File: config.mk
export PLATFORM = sky130hd
export DESIGN_NAME = ram_burst_reader
export DESIGN_NICKNAME = d
export VERILOG_FILES = /design/src/rtl/ram_burst_reader.sv
export SDC_FILE = /design/constraint.sdc
export NUM_CORES = 1
export LEC_CHECK = 0
export ABC_AREA = 1
export CORE_UTILIZATION = 58
export CTS_CLUSTER_DIAMETER = 150
export CTS_CLUSTER_SIZE = 24
export DETAILED_ROUTE_END_ITERATION = 7
export DONT_BUFFER_PORTS = 1
export PLACE_DENSITY_LB_ADDON = 0.05
export SLEW_MARGIN = 20
export SYNTH_ARGS = -nofsm -noshare
export SYNTH_HDL_FRONTEND = slang
export SYNTH_SLANG_ARGS = --single-unit
File: constraint.sdc
create_clock -name clk -period 5.7 [get_ports clk]
set_input_delay 0.855 -clock clk [delete_from_list [all_inputs] [get_ports clk]]
set_output_delay 0.855 -clock clk [all_outputs]
set_load 0.02 [all_outputs]
File: src/rtl/ram_burst_reader.sv
// Streams one frame of words from a memory-controller user port (cmd FIFO + FWFT read FIFO)
// to a valid/ready consumer, issuing credit-limited multi-word read commands.
module ram_burst_reader #(
  parameter int DATA_W         = 32,
  parameter int ADDR_W         = 30,
  parameter int BYTES_PER_WORD = 4,
  parameter int BURST_LEN      = 16,
  parameter int FRAME_WORDS    = 76800,
  parameter int RDFIFO_DEPTH   = 64
) (
  input  logic              clk,
  input  logic              rst,
  input  logic              start,
  input  logic              continuous,
  input  logic              abort,
  input  logic [ADDR_W-1:0] base_addr,
  output logic              busy,
  output logic              frame_done,
  output logic              err,
  output logic              cmd_en,
  output logic [5:0]        cmd_bl,
  output logic [ADDR_W-1:0] cmd_addr,
  input  logic              cmd_full,
  output logic              rd_en,
  input  logic [DATA_W-1:0] rd_data,
  input  logic              rd_empty,
  input  logic              rd_overflow,
  output logic              out_valid,
  input  logic              out_ready,
  output logic [DATA_W-1:0] out_data,
  output logic              out_last
);
  localparam int OUT_W = $clog2(RDFIFO_DEPTH) + 1;
  localparam int CNT_W = $clog2(FRAME_WORDS + 1);

  typedef enum logic [1:0] {IDLE, RUN, DRAIN} state_t;
  state_t state, state_d;

  logic [ADDR_W-1:0] addr, eff_addr, step;
  logic [CNT_W-1:0]  remaining, delivered, eff_rem;
  logic [OUT_W-1:0]  outstanding;
  logic [6:0]        len;
  logic              accept, frame_end, wrap, fits, issue, load_last;

  assign busy      = (state != IDLE);
  assign accept    = (state == RUN) && out_valid && out_ready;
  assign frame_end = accept && out_last && !abort;
  assign wrap      = frame_end && continuous;

  // On a continuous wrap the next frame's first command is evaluated against the
  // freshly latched address/count so it can go out on the frame-end edge.
  assign eff_addr  = wrap ? base_addr : addr;
  assign eff_rem   = wrap ? CNT_W'(FRAME_WORDS) : remaining;
  assign len       = (32'(eff_rem) < 32'(BURST_LEN)) ? 7'(eff_rem) : 7'(BURST_LEN);
  assign step      = ADDR_W'(32'(len) * 32'(BYTES_PER_WORD));
  assign fits      = (32'(outstanding) + 32'(len)) <= 32'(RDFIFO_DEPTH);
  assign issue     = (state == RUN) && !abort && (eff_rem != '0) && !cmd_full && !cmd_en && fits;

  // Index of the word being loaded: if the held word leaves this same cycle it is
  // not yet counted in delivered, so add it here.
  assign load_last = (32'(delivered) + 32'(out_valid)) == 32'(FRAME_WORDS - 1);

  always_comb begin
    state_d = state;
    rd_en   = 1'b0;
    case (state)
      IDLE: if (start) state_d = RUN;
      RUN: begin
        rd_en = !rd_empty && (!out_valid || out_ready);
        if (abort)                          state_d = DRAIN;
        else if (frame_end && !continuous)  state_d = IDLE;
      end
      DRAIN: begin
        rd_en = !rd_empty;
        if (outstanding == '0) state_d = IDLE;
      end
      default: state_d = IDLE;
    endcase
  end

  always_ff @(posedge clk or posedge rst) begin
    if (rst) begin
      state       <= IDLE;
      err         <= 1'b0;
      frame_done  <= 1'b0;
      cmd_en      <= 1'b0;
      cmd_bl      <= '0;
      cmd_addr    <= '0;
      addr        <= '0;
      remaining   <= '0;
      delivered   <= '0;
      outstanding <= '0;
      out_valid   <= 1'b0;
      out_data    <= '0;
      out_last    <= 1'b0;
    end else begin
      state       <= state_d;
      err         <= err | rd_overflow;
      frame_done  <= frame_end;
      cmd_en      <= issue;
      outstanding <= outstanding + OUT_W'(issue ? len : 7'd0) - OUT_W'(rd_en);

      if (issue) begin
        cmd_bl    <= 6'(len - 7'd1);
        cmd_addr  <= eff_addr;
        addr      <= eff_addr + step;
        remaining <= eff_rem - CNT_W'(len);
      end else if (wrap) begin
        addr      <= base_addr;
        remaining <= CNT_W'(FRAME_WORDS);
      end

      if (wrap)        delivered <= '0;
      else if (accept) delivered <= delivered + CNT_W'(1);

      if (state == IDLE && start) begin
        addr        <= base_addr;
        remaining   <= CNT_W'(FRAME_WORDS);
        delivered   <= '0;
        outstanding <= '0;
      end

      // Words popped while draining (or on the abort cycle) are dropped.
      if (state == RUN && !abort) begin
        if (rd_en) begin
          out_valid <= 1'b1;
          out_data  <= rd_data;
          out_last  <= load_last;
        end else if (accept) begin
          out_valid <= 1'b0;
          out_last  <= 1'b0;
        end
      end else begin
        out_valid <= 1'b0;
        out_last  <= 1'b0;
      end
    end
  end
endmodule

==> metrics.yaml <==
status: "complete, no violations"
die_x_um: 128
grt_pass1_wl_um: 37100
synth_area_per_cell_sq_um: 6.97
maxCapViolCount: 0
grt_pass1_vias: 7644
final_cells: 1529
post-route-util_pct: 65.1
drc: 0
place_congestion: 0.933
diodes: 0
netlist_area_sq_um: 9150
skew_ns: 0.00910
drv_slew: 0
slowest_delay_ns: 0.42
worst_pin_slew_ns: 0.883
clk_path_buf_depth: 2
finalCriticalPeriod_ns: 5.32
grt_use_total_pct: 28.8
synth_edf_count: 0
drt_iter0_drc: 650
dpl_cell_area_sq_um: 9300
drive_above_1_share_pct: 6.30
startpoint_type: "flip-flop"
numCtsBuffers: 17
finalHoldWorstSlack_ns: 0.471
finalSetupViolations: 0
crit_top_cell: "inv_1"
placed_cells: 1492
dp_hpwl_um: 15500
gr-total-overflow: 0
io_pins: 146
crit_slowest_cell: "fa_1"
fmaxAchievable_mhz: 188
hold_buffers: 0
arrival_ns: 5.62
vias_per_cell: 5.31
timing.final.crit_share_pct: 93.4
die_area_sq_um: 16300
required_ns: 5.99
worstPathMaxFanout: 9
hold_path_class: "in -> async"
cts_tree: "done"
r2r_setup_slack_ns: 0.38
ys.flop_type: "dfrtp_1"
cp-end-kind: "flip-flop"
cts-root-buf: "clkbuf_16"
io_buffers: 0
drt-total-wl_um: 22100
hold_viol_final: 0
initial_core_util_pct: 59.7
vias: 8116
finalPower_w: 0.00481
areaGrowthSynthToFinish_pct: 9.00
relSlewSlack_pct: 41.0
fill_cells: 1424
wire_per_inst_um: 14.5
layout.nets: 1412
p_leak_nw: 5.34
yosysWarnings: 0
design_area_sq_um: 9970
clk_latency_ns: 0.43
clkTransAtPathRegs_ns: 0.07
antenna_found_initial: 0
ys_seq_area_share_pct: 39.9
netlist_instances: 1312
async_flop_share_pct: 100
r2r-end: "outstanding[6]"
synth-seq-cells: 146
worst_r2r_path_depth: 34
antenna_left: 0
synth_cell_types: 51
cts.sinks: 146
core_sq_um: 15300
first_pass_iters: 5
fp-row-count: 45
power_density_nw_per_um2: 482
worst-setup-path-type: "reg -> reg"
dieHeight_um: 128
irDropWorstVdd_mv: 0.282
reg2reg_from: "state[1]"
grt_max_degree: 94
ctsHtreeMaxLevel: 4
worst max-delay path, delay by kind of cell (launching register included):
| family | cells | cell delay (ns) |
|---|---|---|
| flops | 1 | 0.38 |
| compound gates | 2 | 0.40 |
| fa+ha+maj | 6 | 1.72 |
| xor+xnor | 1 | 0.13 |
| buf+inv | 7 | 0.49 |
| simple gates | 18 | 2.07 |
sequential cells by signal, indices dropped and copies added, names as in the netlist:
name / count
out_valid: 1
out_data: 32
cmd_bl: 6
outstanding: 7
remaining: 17
err: 1
state: 2
out_last: 1
addr: 30
frame_done: 1
cmd_addr: 30
delivered: 17
cmd_en: 1
per-layer routing:
metal / vias to the layer above / wire [um] / GRT usage, %
met5: - / 0 / 0
met2: 211 / 10600 / 47.5
li1: 4141 / - / -
met3: 38 / 1070 / 5.99
met1: 3726 / 10000 / 38.0
met4: 0 / 418 / 9.07
Yosys cell counts (2+ instances only):
cell / number / share of area, %
a211oi_1: 2 / 0.16
a21o_1: 2 / 0.16
a21oi_1: 34 / 1.9
a311oi_1: 2 / 0.19
a31oi_1: 2 / 0.14
buf_1: 4 / 0.16
buf_2: 18 / 0.98
buf_4: 5 / 0.41
buf_6: 4 / 0.49
clkbuf_1: 19 / 0.78
conb_1: 2 / 0.082
dfrtp_1: 146 / 40
fa_1: 3 / 0.66
ha_1: 33 / 4.5
inv_1: 173 / 7.1
nand2_1: 488 / 20
nand2_2: 2 / 0.14
nand3_1: 71 / 3.9
nand4_1: 46 / 3.1
nor2_1: 97 / 4.0
nor2_2: 7 / 0.48
nor3_1: 18 / 0.98
nor3_2: 2 / 0.22
nor4_1: 5 / 0.34
nor4b_1: 2 / 0.19
o211ai_1: 3 / 0.25
o21a_1: 3 / 0.25
o21ai_0: 53 / 2.9
o21ai_1: 17 / 0.93
o21ai_2: 2 / 0.19
o21bai_1: 2 / 0.16
or2_2: 3 / 0.21
xnor2_1: 4 / 0.38
xor2_1: 21 / 2.0
repair_timing:
action,in CTS,in global routing
endpoints found under the hold margin,0,0
resized for setup,0,10
endpoints found under the setup margin,0,2
setup buffers,0,5
through the flow:
stage	worst slack, ns	setup TNS [ns]
4_1_cts	0.183	0
3_3_place_gp	0.152	0
2_1_floorplan	0.114	0
3_5_place_dp	0.0853	0
5_1_grt	-0.0864	-0.0864
6_report	0.378	0
placed cells by master (no fill, tap or decap), types with 3 or more instances in the layout:
master and n:
nand2_1 486, inv_1 172, dfrtp_1 146, nor2_1 95
nand3_1 71, o21ai_0 53, nand4_1 46, a21oi_1 33
ha_1 32, xor2_1 21, buf_4 20, nor3_1 18
o21ai_1 17, clkbuf_16 17, nor2_2 7, nor4_1 5
inv_6 5, conb_1 5, nand2_2 4, xnor2_1 4
clkinv_4 4, nor2_4 3, o211ai_1 3, or2_2 3
o21a_1 3, fa_1 3
kinds of logic (layout without fill, tap and decap cells):
family | count (synthesis) | count (layout) | share of synthesized area [%]
XOR/XNOR | 25 | 25 | 2.39
AO/OA/AOI/OAI | 130 | 130 | 8.06
flip-flops | 146 | 146 | 39.9
adder cells (fa/ha/maj) | 36 | 36 | 5.17
other | 2 | 5 | 0.0821
buffers and inverters | 225 | 228 | 10.0
AND/OR/NAND/NOR | 748 | 748 | 34.3
how the worst max path moves through the flow:
stage / startpoint / to / slack (ns) / cells past startpoint
finish: state[1] / outstanding[6] / 0.38 / 34
global route: state[1] / outstanding[6] / -0.09 / 34
CTS: state[1] / outstanding[6] / 0.18 / 32
detailed placement: out_ready / outstanding[6] / 0.09 / 30
global placement: out_ready / outstanding[6] / 0.15 / 30
floorplan: out_ready / outstanding[6] / 0.11 / 35
power by group:
part           leakage (nW)  total, W  internal (W)  switching (W)
clock                 0.289   0.00114      0.000657       0.000487
sequential             1.88   0.00185       0.00139       0.000452
combinational          3.18   0.00182      0.000619        0.00120
total                  5.34   0.00481       0.00267        0.00214
area by class of cell:
class	instances	area, sq um	area share, %
Inverter	175	662	6.64
Clock inverter	15	173	1.73
Timing Repair Buffer	21	164	1.64
Tap cell	211	264	2.65
Clock buffer	17	425	4.27
Multi-Input combinational cell	944	4630	46.4
Sequential cell	146	3650	36.6
No activity file was read; power rests on OpenSTA's default activity.
